===== config.mk =====
export PLATFORM = sky130hd
export DESIGN_NAME = bin2bcd_seq
export DESIGN_NICKNAME = d
export VERILOG_FILES = /design/src/rtl/seg_pkg.sv /design/src/rtl/bcd_digit_adj.sv /design/src/rtl/bin2bcd_seq.sv
export SDC_FILE = /design/constraint.sdc
export NUM_CORES = 1
export LEC_CHECK = 0
export CAP_MARGIN = 20
export CORE_MARGIN = 2
export CORE_UTILIZATION = 55
export DETAILED_ROUTE_END_ITERATION = 16
export GPL_TIMING_DRIVEN = 0
export HOLD_SLACK_MARGIN = 0.1
export PLACE_DENSITY = 0.8
export SYNTH_ARGS = -nofsm -noshare
export SYNTH_HDL_FRONTEND = slang
export SYNTH_SLANG_ARGS = --single-unit

===== constraint.sdc =====
create_clock -name clk -period 2 [get_ports clk]
set_clock_uncertainty 0.2 [all_clocks]
set_input_delay 0.2 -clock clk [delete_from_list [all_inputs] [get_ports clk]]
set_output_delay 0.2 -clock clk [all_outputs]
set_load 0.1 [all_outputs]

===== src/rtl/seg_pkg.sv =====
// ============================================================================
// Module  : seg_pkg
// Brief   : Shared constants and FSM encoding for the sequential BCD converter.
// Revision: 1.0 - initial release
// ============================================================================
`default_nettype none

package seg_pkg;

  localparam int BIN_W_DEF        = 32;
  localparam int DIGITS_DEF       = 8;
  // Two spare accumulator digits hold the part of a 32-bit value above 10^8.
  localparam int ACC_EXTRA_DIGITS = 2;
  localparam int ITERS            = BIN_W_DEF;

  typedef enum logic [1:0] {
    ST_IDLE  = 2'd0,
    ST_SHIFT = 2'd1,
    ST_DONE  = 2'd2
  } state_e;

endpackage

`default_nettype wire


===== src/rtl/bcd_digit_adj.sv =====
// ============================================================================
// Module  : bcd_digit_adj
// Brief   : Double-dabble correction for one BCD digit (add 3 when >= 5).
// Revision: 1.0 - initial release
// ============================================================================
`default_nettype none

module bcd_digit_adj (
  input  logic [3:0] digit_i,
  output logic [3:0] digit_o
);

  assign digit_o = (digit_i >= 4'd5) ? digit_i + 4'd3 : digit_i;

endmodule

`default_nettype wire


===== src/rtl/bin2bcd_seq.sv =====
// ============================================================================
// Module  : bin2bcd_seq
// Brief   : Sequential double-dabble binary to packed BCD converter.
// Revision: 1.0 - initial release
// ============================================================================
`default_nettype none

module bin2bcd_seq
  import seg_pkg::*;
#(
  parameter int BIN_W  = BIN_W_DEF,
  parameter int DIGITS = DIGITS_DEF
) (
  input  logic                  clk,
  input  logic                  rstn,
  input  logic                  in_valid,
  output logic                  in_ready,
  input  logic [BIN_W-1:0]      bin,
  output logic                  out_valid,
  output logic [4*DIGITS-1:0]   bcd,
  output logic                  overflow,
  output logic                  busy
);

  localparam int ACC_D  = DIGITS + ACC_EXTRA_DIGITS;
  localparam int ACC_W  = 4 * ACC_D;
  localparam int N_ITER = ITERS + (BIN_W - BIN_W_DEF);
  localparam int CNT_W  = (N_ITER > 1) ? $clog2(N_ITER) : 1;

  state_e               state_q, state_d;
  logic [BIN_W-1:0]     sr_q, sr_d;
  logic [ACC_W-1:0]     acc_q, acc_d, acc_adj;
  logic [CNT_W-1:0]     cnt_q, cnt_d;
  logic [4*DIGITS-1:0]  bcd_q, bcd_d;
  logic                 ovf_q, ovf_d;
  logic                 vld_q, vld_d;

  for (genvar g = 0; g < ACC_D; g++) begin : g_adj
    bcd_digit_adj u_adj (
      .digit_i (acc_q[4*g +: 4]),
      .digit_o (acc_adj[4*g +: 4])
    );
  end

  always_ff @(posedge clk or negedge rstn) begin
    if (!rstn) begin
      state_q <= ST_IDLE;
      sr_q    <= '0;
      acc_q   <= '0;
      cnt_q   <= '0;
      bcd_q   <= '0;
      ovf_q   <= 1'b0;
      vld_q   <= 1'b0;
    end else begin
      state_q <= state_d;
      sr_q    <= sr_d;
      acc_q   <= acc_d;
      cnt_q   <= cnt_d;
      bcd_q   <= bcd_d;
      ovf_q   <= ovf_d;
      vld_q   <= vld_d;
    end
  end

  always_comb begin
    state_d  = state_q;
    sr_d     = sr_q;
    acc_d    = acc_q;
    cnt_d    = cnt_q;
    bcd_d    = bcd_q;
    ovf_d    = ovf_q;
    vld_d    = 1'b0;
    in_ready = 1'b0;
    busy     = 1'b0;
    case (state_q)
      ST_IDLE: begin
        in_ready = 1'b1;
        if (in_valid) begin
          sr_d    = bin;
          acc_d   = '0;
          cnt_d   = '0;
          state_d = ST_SHIFT;
        end
      end
      ST_SHIFT: begin
        busy          = 1'b1;
        {acc_d, sr_d} = {acc_adj, sr_q} << 1;
        if (cnt_q == CNT_W'(N_ITER - 1)) begin
          cnt_d   = '0;
          state_d = ST_DONE;
        end else begin
          cnt_d = cnt_q + CNT_W'(1);
        end
      end
      ST_DONE: begin
        busy    = 1'b1;
        bcd_d   = acc_q[4*DIGITS-1:0];
        // Any nonzero digit above the visible ones means the value did not fit.
        ovf_d   = |acc_q[ACC_W-1:4*DIGITS];
        vld_d   = 1'b1;
        state_d = ST_IDLE;
      end
      default: state_d = ST_IDLE;
    endcase
  end

  assign out_valid = vld_q;
  assign bcd       = bcd_q;
  assign overflow  = ovf_q;

endmodule

`default_nettype wire

==> results of run 1 <==
## layer usage
| metal | up-vias | wire length (µm) |
|---|---|---|
| met5 | - | 0 |
| met4 | 0 | 195 |
| met3 | 21 | 713 |
| met2 | 124 | 6460 |
| met1 | 2037 | 5260 |
| li1 | 1873 | - |
## worst min path at each step
stage | start | to | slack, ns | depth (start not counted)
6_report | rstn | acc_q[30] | 0.09 | 2
5_1_grt | bin[19] | sr_q[19] | 0.12 | 3
4_1_cts | bin[27] | sr_q[27] | 0.10 | 3
3_5_place_dp | rstn | bcd[28] | 0.11 | 1
3_3_place_gp | sr_q[24] | sr_q[24] | 0.26 | 2
2_1_floorplan | rstn | acc_q[0] | -0.30 | 0
## worst max-delay path: stages, from the launching register on
cell	delay [ns]
dfrtp_1	0.40
inv_1	0.12
ha_2	0.23
buf_6	0.16
nor2_1	0.07
nor2_2	0.18
buf_6	0.19
o31ai_1	0.10
a32o_1	0.21
## power by group
| group | switching, mW | total, mW | leakage, nW | internal (mW) |
|---|---|---|---|---|
| registers | 0.264 | 2.96 | 1.52 | 2.69 |
| clock network | 1.12 | 3.11 | 0.292 | 1.98 |
| logic | 1.65 | 2.61 | 1.32 | 0.966 |
| total | 3.03 | 8.67 | 3.13 | 5.64 |
## registers in the layout, summed over array words and instances (netlist names)
| name | cells |
|---|---|
| acc_q | 40 |
| sr_q | 32 |
| state_q | 2 |
| overflow | 1 |
| bcd | 32 |
| out_valid | 1 |
| cnt_q | 5 |
## placed cells by master (no fill, tap or decap), types with 13 or more instances in the layout
master / count
dfrtp_1: 113
o21ai_0: 40
a21oi_1: 13
mux2_2: 32
clkdlybuf4s15_2: 34
nand2_1: 49
clkdlybuf4s50_1: 33
mux2i_1: 32
ha_1: 25
inv_1: 23
clkbuf_16: 16
## metrics by stage
stage / util / hold slack, ns
after floorplan: - / -0.296
after global placement: 0.650 / 0.262
after detailed placement: 0.653 / 0.109
after CTS: 0.724 / 0.103
after global routing: 0.727 / 0.122
final: 0.727 / 0.0933
## kinds of logic (layout without fill, tap and decap cells)
logic type | Yosys count | after routing | synth area share
AO/OA/AOI/OAI | 110 | 110 | 0.137
XOR/XNOR | 19 | 19 | 0.0310
adder cells (fa/ha/maj) | 27 | 27 | 0.0630
buffers and inverters | 49 | 154 | 0.0434
flip-flops | 113 | 113 | 0.527
multiplexers | 64 | 64 | 0.127
AND/OR/NAND/NOR | 85 | 85 | 0.0716
## layout make-up
cell class / count / area, µm²
fill: 643 / 2620
tap: 133 / 166
buffer: 26 / 173
timing repair buffer: 73 / 781
sequential: 113 / 2830
multi-input combinational: 305 / 2320
clock inverter: 13 / 174
inverter: 23 / 86.3
clock buffer: 19 / 442
## timing repair
action,in CTS,in global routing
gates cloned,0,0
hold buffers,1,0
hold endpoints to repair,113,0
setup buffers,0,1
pin swaps,0,1
resized for setup,124,13
setup endpoints to repair,91,78
==> results_dict.tcl, run 1 <==
set metrics [dict create \
    fin_setup_tns_ns 0 \
    layout_setup_ws_ns 0.0371 \
    grt_use_met2 0.437 \
    fp.dieW_um 103 \
    finalPower_mw 8.67 \
    grt_start_max_net_pins 59 \
    core_mm2 0.00959 \
    slew_violations 0 \
    cts_tree "done" \
    endpoint "acc_q[7]" \
    crit_type "reg2reg" \
    reg2reg_slack_ns 0.04 \
    clock_path_buffers 2 \
    ys.flop_type "dfrtp_1" \
    antenna_found_initial 0 \
    grt_usage 0.259 \
    clk_latency_ns 0.51 \
    num_io_pins 71 \
    powerDensity_mw_per_mm2 1240 \
    htree_levels 4 \
    rr_worst_depth 8 \
    initial_core_util 0.559 \
    fmax_mhz 509 \
    via_per_inst 5.75 \
    drt_iter0_drc 241 \
    crit_fanout 10 \
    drc_errors 0 \
    met3_usage 0.0624 \
    layout-drive-gt1-share 0.229 \
    synth.distinct_cells 36 \
    ys_ff_latch 113 \
    syn2layout_area_growth_pct 30.1 \
    final_area_mm2 0.00697 \
    placed_cell_area_mm2 0.00627 \
    postSynthCellCount 467 \
    hold_violations 0 \
    maxSlewHeadroom 0.519 \
    synth_top_area_frac 0.527 \
    critPathRequiredTime_ns 2.20 \
    num_rows 36 \
    die-area_mm2 0.0106 \
    grt_pass1_vias 4128 \
    drv_cap 0 \
    grt_util_met1 0.325 \
    path_clk_slew_ns 0.06 \
    nNetsFinal 621 \
    routed-via-count 4055 \
    rsz0062_at_grt "true" \
    n_antenna_cell 0 \
    route.detailed.wl_per_inst_um 17.9 \
    r2r-end "acc_q[7]" \
    die_h_um 103 \
    period_share 0.981 \
    detail_route.wirelength_um 12600 \
    cts.sinks 113 \
    synthTopCellsByArea "dfrtp_1 53%, mux2_2 6.7%, ha_1 6.3%, mux2i_1 6.0%, o21ai_0 3.7%" \
    place_congestion 0.841 \
    finalCriticalPeriod_ns 1.96 \
    vdd.ir_drop.worst_v 0.000949 \
    pre_cts_ws_ns -0.230 \
    start_kind "register" \
    netlist_area_mm2 0.00536 \
    outcome "finished, final reports clean" \
    worst_ep_arrival_time_ns 2.16 \
    setup_violations 0 \
    ys_seq_area_frac 0.527 \
    place_hpwl_um 8180 \
    synth_nets 529 \
    ys_top_cells_by_count "113 x dfrtp_1, 49 x nand2_1, 40 x o21ai_0, 32 x mux2_2, 32 x mux2i_1" \
    syn_avg_cell_area_um2 11.5 \
    synth_edf_count 0 \
    critPathLaunch "state_q[1]" \
    yosys.area.top_type "dfrtp_1" \
    grt_pass1_wl_um 20800 \
    overflow 0 \
    worstMarginPinSlew_ns 0.722 \
    r2r_start "state_q[1]" \
    cts_root_buf "clkbuf_8" \
    top_usage_layer "met2" \
    yosysMostFrequentCell "dfrtp_1" \
    cp-end-kind "register" \
    instances_no_fill 705 \
    port_buffers 70 \
    drt_pass1_iterations 5 \
    cts_buffers 17 \
    async_flop_share 1.00 \
    hp-class "in2async" \
    ys_warn_count 0 \
    place_inst 671 \
    antenna_left 0 \
    power.leakage_nw 3.13 \
]
No activity file was read; power rests on OpenSTA's default activity.
==> inputs of run 2 (changes only) <==
- clock period: 2 -> 2.49 ns (I/O delays scaled with it)
==> run 2 against run 1 <==
Register-to-register slack improved by 0.19 ns. Non-clock buffer count decreased by 1. Hold slack improved by 0.037 ns. Global-route usage decreased by 0.29 points. Sequential share of layout area increased by 0.12 points. First-iteration DRC count decreased by 2.5%. Die area unchanged. Flip-flop and latch count unchanged. Cell area decreased by 0.31%.
==> results_dict.tcl, run 2 (same netlist as run 1, synthesis figures left out) <==
set metrics [dict create \
    outcome "finished, final reports clean" \
    min_to "sr_q[0]" \
    clk_latency_ns 0.52 \
    rr_worst_depth 7 \
    fp.dieW_um 103 \
    finalCriticalPeriod_ns 2.45 \
    nNetsFinal 620 \
    maxSlewHeadroom 0.325 \
    slowest_stage "clkdlybuf4s50_1" \
    htree_levels 4 \
    overflow 0 \
    power.leakage_nw 3.49 \
    cp-end-kind "primary output" \
    r2r-end "acc_q[5]" \
    hp-start "bin[0]" \
    r2r_start "state_q[1]" \
    cts_buffers 17 \
    drt_iter0_drc 235 \
    hold_violations 0 \
    rsz0062_at_grt "false" \
    crit_type "reg2out" \
    initial_core_util 0.559 \
    layout-drive-gt1-share 0.156 \
    period_share 0.984 \
    antenna_found_initial 0 \
    n_antenna_cell 0 \
    cts.sinks 113 \
    route.detailed.wl_per_inst_um 17.8 \
    cts_setup_buffers 0 \
    place_congestion 0.853 \
    crit_fanout 2 \
    drt_pass1_iterations 5 \
    placed_cell_area_mm2 0.00625 \
    grt_pass1_vias 4221 \
    worst_ep_arrival_time_ns 2.00 \
    top_register "acc_q" \
    reg2reg_slack_ns 0.23 \
    detail_route.wirelength_um 12600 \
    setup_violations 0 \
    slew_violations 0 \
    die-area_mm2 0.0106 \
    cp_slowest_stage_delay_ns 1.13 \
    path_clk_slew_ns 0.06 \
    start_kind "register" \
    drc_errors 0 \
    hp-class "in2reg" \
    path_buf_inv 1 \
    port_buffers 70 \
    antenna_left 0 \
    grt_pass1_wl_um 20400 \
    critPathRequiredTime_ns 2.04 \
    cp_top_family "buffers and inverters" \
    fmax_mhz 408 \
    die_h_um 103 \
    largest_reg_flops 40 \
    grt_start_max_net_pins 74 \
    num_rows 36 \
    drv_cap 0 \
    clock_path_buffers 2 \
    worstMarginPinSlew_ns 1.02 \
    final_common_cell "dfrtp_1" \
    cts_tree "done" \
    num_io_pins 71 \
    mostFrequentLayoutCells "113 x dfrtp_1, 49 x nand2_1, 45 x clkdlybuf4s50_1" \
    powerDensity_mw_per_mm2 1010 \
    place_hpwl_um 7960 \
    cts_root_buf "clkbuf_8" \
    core_mm2 0.00959 \
    routed-via-count 4076 \
    grt_usage 0.256 \
    holdWs_ns 0.131 \
    via_per_inst 5.79 \
    final_area_mm2 0.00695 \
    hold_depth 3 \
    syn2layout_area_growth_pct 29.7 \
    vdd.ir_drop.worst_v 0.000535 \
    path_cells "clkdlybuf4s50_1" \
]
==> run 2: cell count changes in the layout (fill, tap and decap cells not counted), sizes merged <==
| cell | previous run | this run |
|---|---|---|
| clkdlybuf4s15 | 34 | 2 |
| dlymetal6s2s | 0 | 20 |
| clkdlybuf4s50 | 33 | 45 |
| inv | 27 | 23 |
| bufinv | 3 | 5 |
| dlygate4sd2 | 0 | 2 |
| clkinvlp | 3 | 2 |
==> run 2: per-stage QoR <==
step	cells	setup WS [ns]	total power, mW	utilization	TNS (ns)
2_1_floorplan	467	0.321	3.78	-	0
3_3_place_gp	670	-3.27	4.28	0.649	-369.02
3_5_place_dp	671	0.154	4.37	0.651	0
4_1_cts	704	0.00121	7.02	0.719	0
5_1_grt	704	0.00140	7.33	0.725	0
6_report	704	0.0393	7.02	0.725	0
==> run 2: worst max path at each step <==
stage	start	endpoint	slack, ns	cells past startpoint
after floorplan	state_q[0]	acc_q[35]	0.32	7
after global placement	rstn	sr_q[17]	-3.27	1
after detailed placement	state_q[0]	in_ready	0.15	3
after CTS	bcd[12]	bcd[12]	0.001	1
after global routing	bcd[21]	bcd[21]	0.001	1
final	bcd[28]	bcd[28]	0.04	1
==> run 2: what timing repair did <==
| item | CTS | global route |
|---|---|---|
| setup endpoints to repair | 4 | 20 |
| gates resized for setup | 8 | 20 |
| hold endpoints to repair | 72 | 0 |
| hold buffers | 1 | 0 |
==> run 2: layout make-up <==
cell class,instances,area (µm²)
clock inverters,10,180
well taps,133,166
clock buffers,22,463
inverters,23,86.3
fillers,648,2640
flip-flops and latches,113,2830
multi-input cells,305,2300
repair buffers,72,778
plain buffers,26,146
==> run 2: report_power, final <==
group	internal (mW)	switching, mW	total, mW
Combinational	0.724	1.29	2.02
Sequential	2.16	0.208	2.37
Clock	1.80	0.828	2.63
==> run 2: layer usage <==
| layer | wire [µm] | track usage | up-vias |
|---|---|---|---|
| met2 | 6480 | 0.434 | 125 |
| met4 | 296 | 0.109 | 0 |
| met1 | 5140 | 0.314 | 2063 |
| met3 | 633 | 0.0644 | 27 |
| li1 | - | - | 1861 |
| met5 | 0 | 0 | - |
==> inputs of run 3 (changes only) <==
- DONT_BUFFER_PORTS: default -> 1
- PLACE_DENSITY: 0.8 -> 0.7
==> run 3 against run 2 <==
The run now ends with hold timing left. Highest routed layer unchanged. Clock-buffer cell count decreased by 3. Sequential power barely moved. Via count shrank 6.0%. Sequential share of layout area grew 3.1 points. Largest power group unchanged. Die area unchanged. Core utilization decreased by 5.1 points. Fmax up 4.9%.
==> results_dict.tcl, run 3 (same netlist as run 1, synthesis figures left out) <==
set metrics [dict create \
    setup_violations 0 \
    outcome "finished with violations" \
    overflow 0 \
    die_h_um 103 \
    seq_area_mm2 0.00283 \
    cts_hold_buf 33 \
    num_rows 36 \
    path_clk_slew_ns 0.06 \
    pwr-share-clk 0.356 \
    pre_cts_ws_ns -0.0415 \
    cts.sinks 113 \
    slew_violations 0 \
    grt_start_max_net_pins 114 \
    fmax_mhz 428 \
    holdWs_ns -0.767 \
    cp_top_family "buffers and inverters" \
    route.detailed.wl_per_inst_um 17.8 \
    cp-end-kind "register" \
    nNetsFinal 581 \
    initial_core_util 0.559 \
    power_frac_seq 0.351 \
    switching_share 0.345 \
    cts_root_buf "clkbuf_8" \
    num_io_pins 71 \
    syn2layout_area_growth_pct 20.6 \
    drc_errors 0 \
    place_hpwl_um 7320 \
    largest_reg_flops 40 \
    drt_pass1_iterations 5 \
    finalCriticalPeriod_ns 2.34 \
    r2r_start "state_q[0]" \
    top_register "acc_q" \
    worst_ep_arrival_time_ns 2.49 \
    cts_tree "done" \
    final_common_cell "dfrtp_1" \
    cp_slowest_stage_delay_ns 0.41 \
    die-area_mm2 0.0106 \
    hp-class "in2async" \
    via_per_inst 5.76 \
    routed-via-count 3833 \
    drv_cap 0 \
    cts_buffers 17 \
    crit_type "reg2reg" \
    slowest_stage "dfrtp_1" \
    period_share 0.938 \
    crit_fanout 10 \
    worstMarginPinSlew_ns 0.944 \
    core_mm2 0.00959 \
    place_congestion 0.889 \
    drt_iter0_drc 205 \
    nFillCells 726 \
    maxSlewHeadroom 0.371 \
    detail_route.wirelength_um 11800 \
    htree_levels 4 \
    layout-drive-gt1-share 0.164 \
    layout_setup_ws_ns 0.155 \
    internal-power_mw 4.43 \
    critPathMostFrequentCell "buf_2" \
    grt_pass1_vias 3895 \
    n_antenna_cell 0 \
    antenna_left 0 \
    grt_pass1_wl_um 19600 \
    start_kind "register" \
    power.leakage_nw 2.94 \
    multiInputGateArea_mm2 0.00231 \
    finalPower_mw 6.76 \
    switching_power_mw 2.33 \
    port_buffers 0 \
    combPwrFrac 0.293 \
    grt_usage 0.242 \
    powerDensity_mw_per_mm2 1050 \
    mostFrequentLayoutCells "113 x dfrtp_1, 49 x nand2_1, 40 x o21ai_0" \
    clk_latency_ns 0.51 \
    path_buf_inv 3 \
    critPathRequiredTime_ns 2.65 \
    antenna_found_initial 0 \
    path_cells "inv_1 > ha_4 > nand2b_2 > nand2_1 > buf_2 > buf_2 > o22ai_1" \
    hold_violations 113 \
    vdd.ir_drop.worst_v 0.000575 \
    fp.dieW_um 103 \
    violations "hold timing" \
    rsz0062_at_grt "false" \
    critPathLaunch "state_q[0]" \
    clock_path_buffers 2 \
]
## run 3: cell types whose count changed in the layout (fill, tap and decap cells not counted), sizes merged, moves of 3 or more
| cell | change |
|---|---|
| dlygate4sd3 | +32 |
| clkdlybuf4s50 | -45 |
| clkbuf | -3 |
| dlymetal6s2s | -20 |
## run 3: timing repair
| item | in CTS | in global routing |
|---|---|---|
| resized for setup | 1 | 2 |
| endpoints found under the hold margin | 150 | 113 |
| setup endpoints to repair | 13 | 1 |
| buffers inserted | 0 | 0 |
## run 3: through the flow
| stage | TNS [ns] | instance area, µm² | std cells | util |
|---|---|---|---|---|
| finish | 0 | 6460 | 665 | 0.674 |
| detailed placement | -0.311 | 5530 | 600 | 0.576 |
| global placement | -0.0364 | 5530 | 600 | 0.576 |
| global route | 0 | 6460 | 665 | 0.674 |
| CTS | 0 | 6460 | 665 | 0.674 |
| floorplan | 0 | 5360 | 467 | - |
## run 3: final cells by class
type,count,share of cell area
buffer,26,0.0228
clock buffer,19,0.0668
clock inverter,13,0.0250
inverter,23,0.0134
multi-input combinational,305,0.358
sequential,113,0.437
tap,133,0.0257
timing repair buffer,33,0.0511
## run 3: power by group through the flow
stage               combinational [mW]  sequential, mW  clock [mW]
floorplan                         1.45            2.33           0
global placement                  1.83            2.37           0
detailed placement                1.89            2.39           0
CTS                               1.96            2.37        2.45
global route                      2.17            2.41        2.53
finish                            1.98            2.37        2.41
## run 3: worst paths after layout
kind	endpoint	cells past startpoint	slack, ns
min in group clk	sr_q[0]	3	0.27
hold reg to reg	sr_q[25]	2	0.28
setup reg to reg	acc_q[13]	7	0.15
max in group asynchronous	acc_q[34]	0	2.58
setup / recovery	acc_q[13]	7	0.15
hold / removal	state_q[0]	0	-0.77
## run 3: metal layers
| metal | track usage | part of all wire | up-vias |
|---|---|---|---|
| li1 | - | - | 1784 |
| met1 | 0.318 | 0.42 | 1922 |
| met2 | 0.388 | 0.50 | 110 |
| met3 | 0.0739 | 0.062 | 17 |
| met4 | 0.0800 | 0.015 | 0 |
| met5 | 0 | 0 | - |
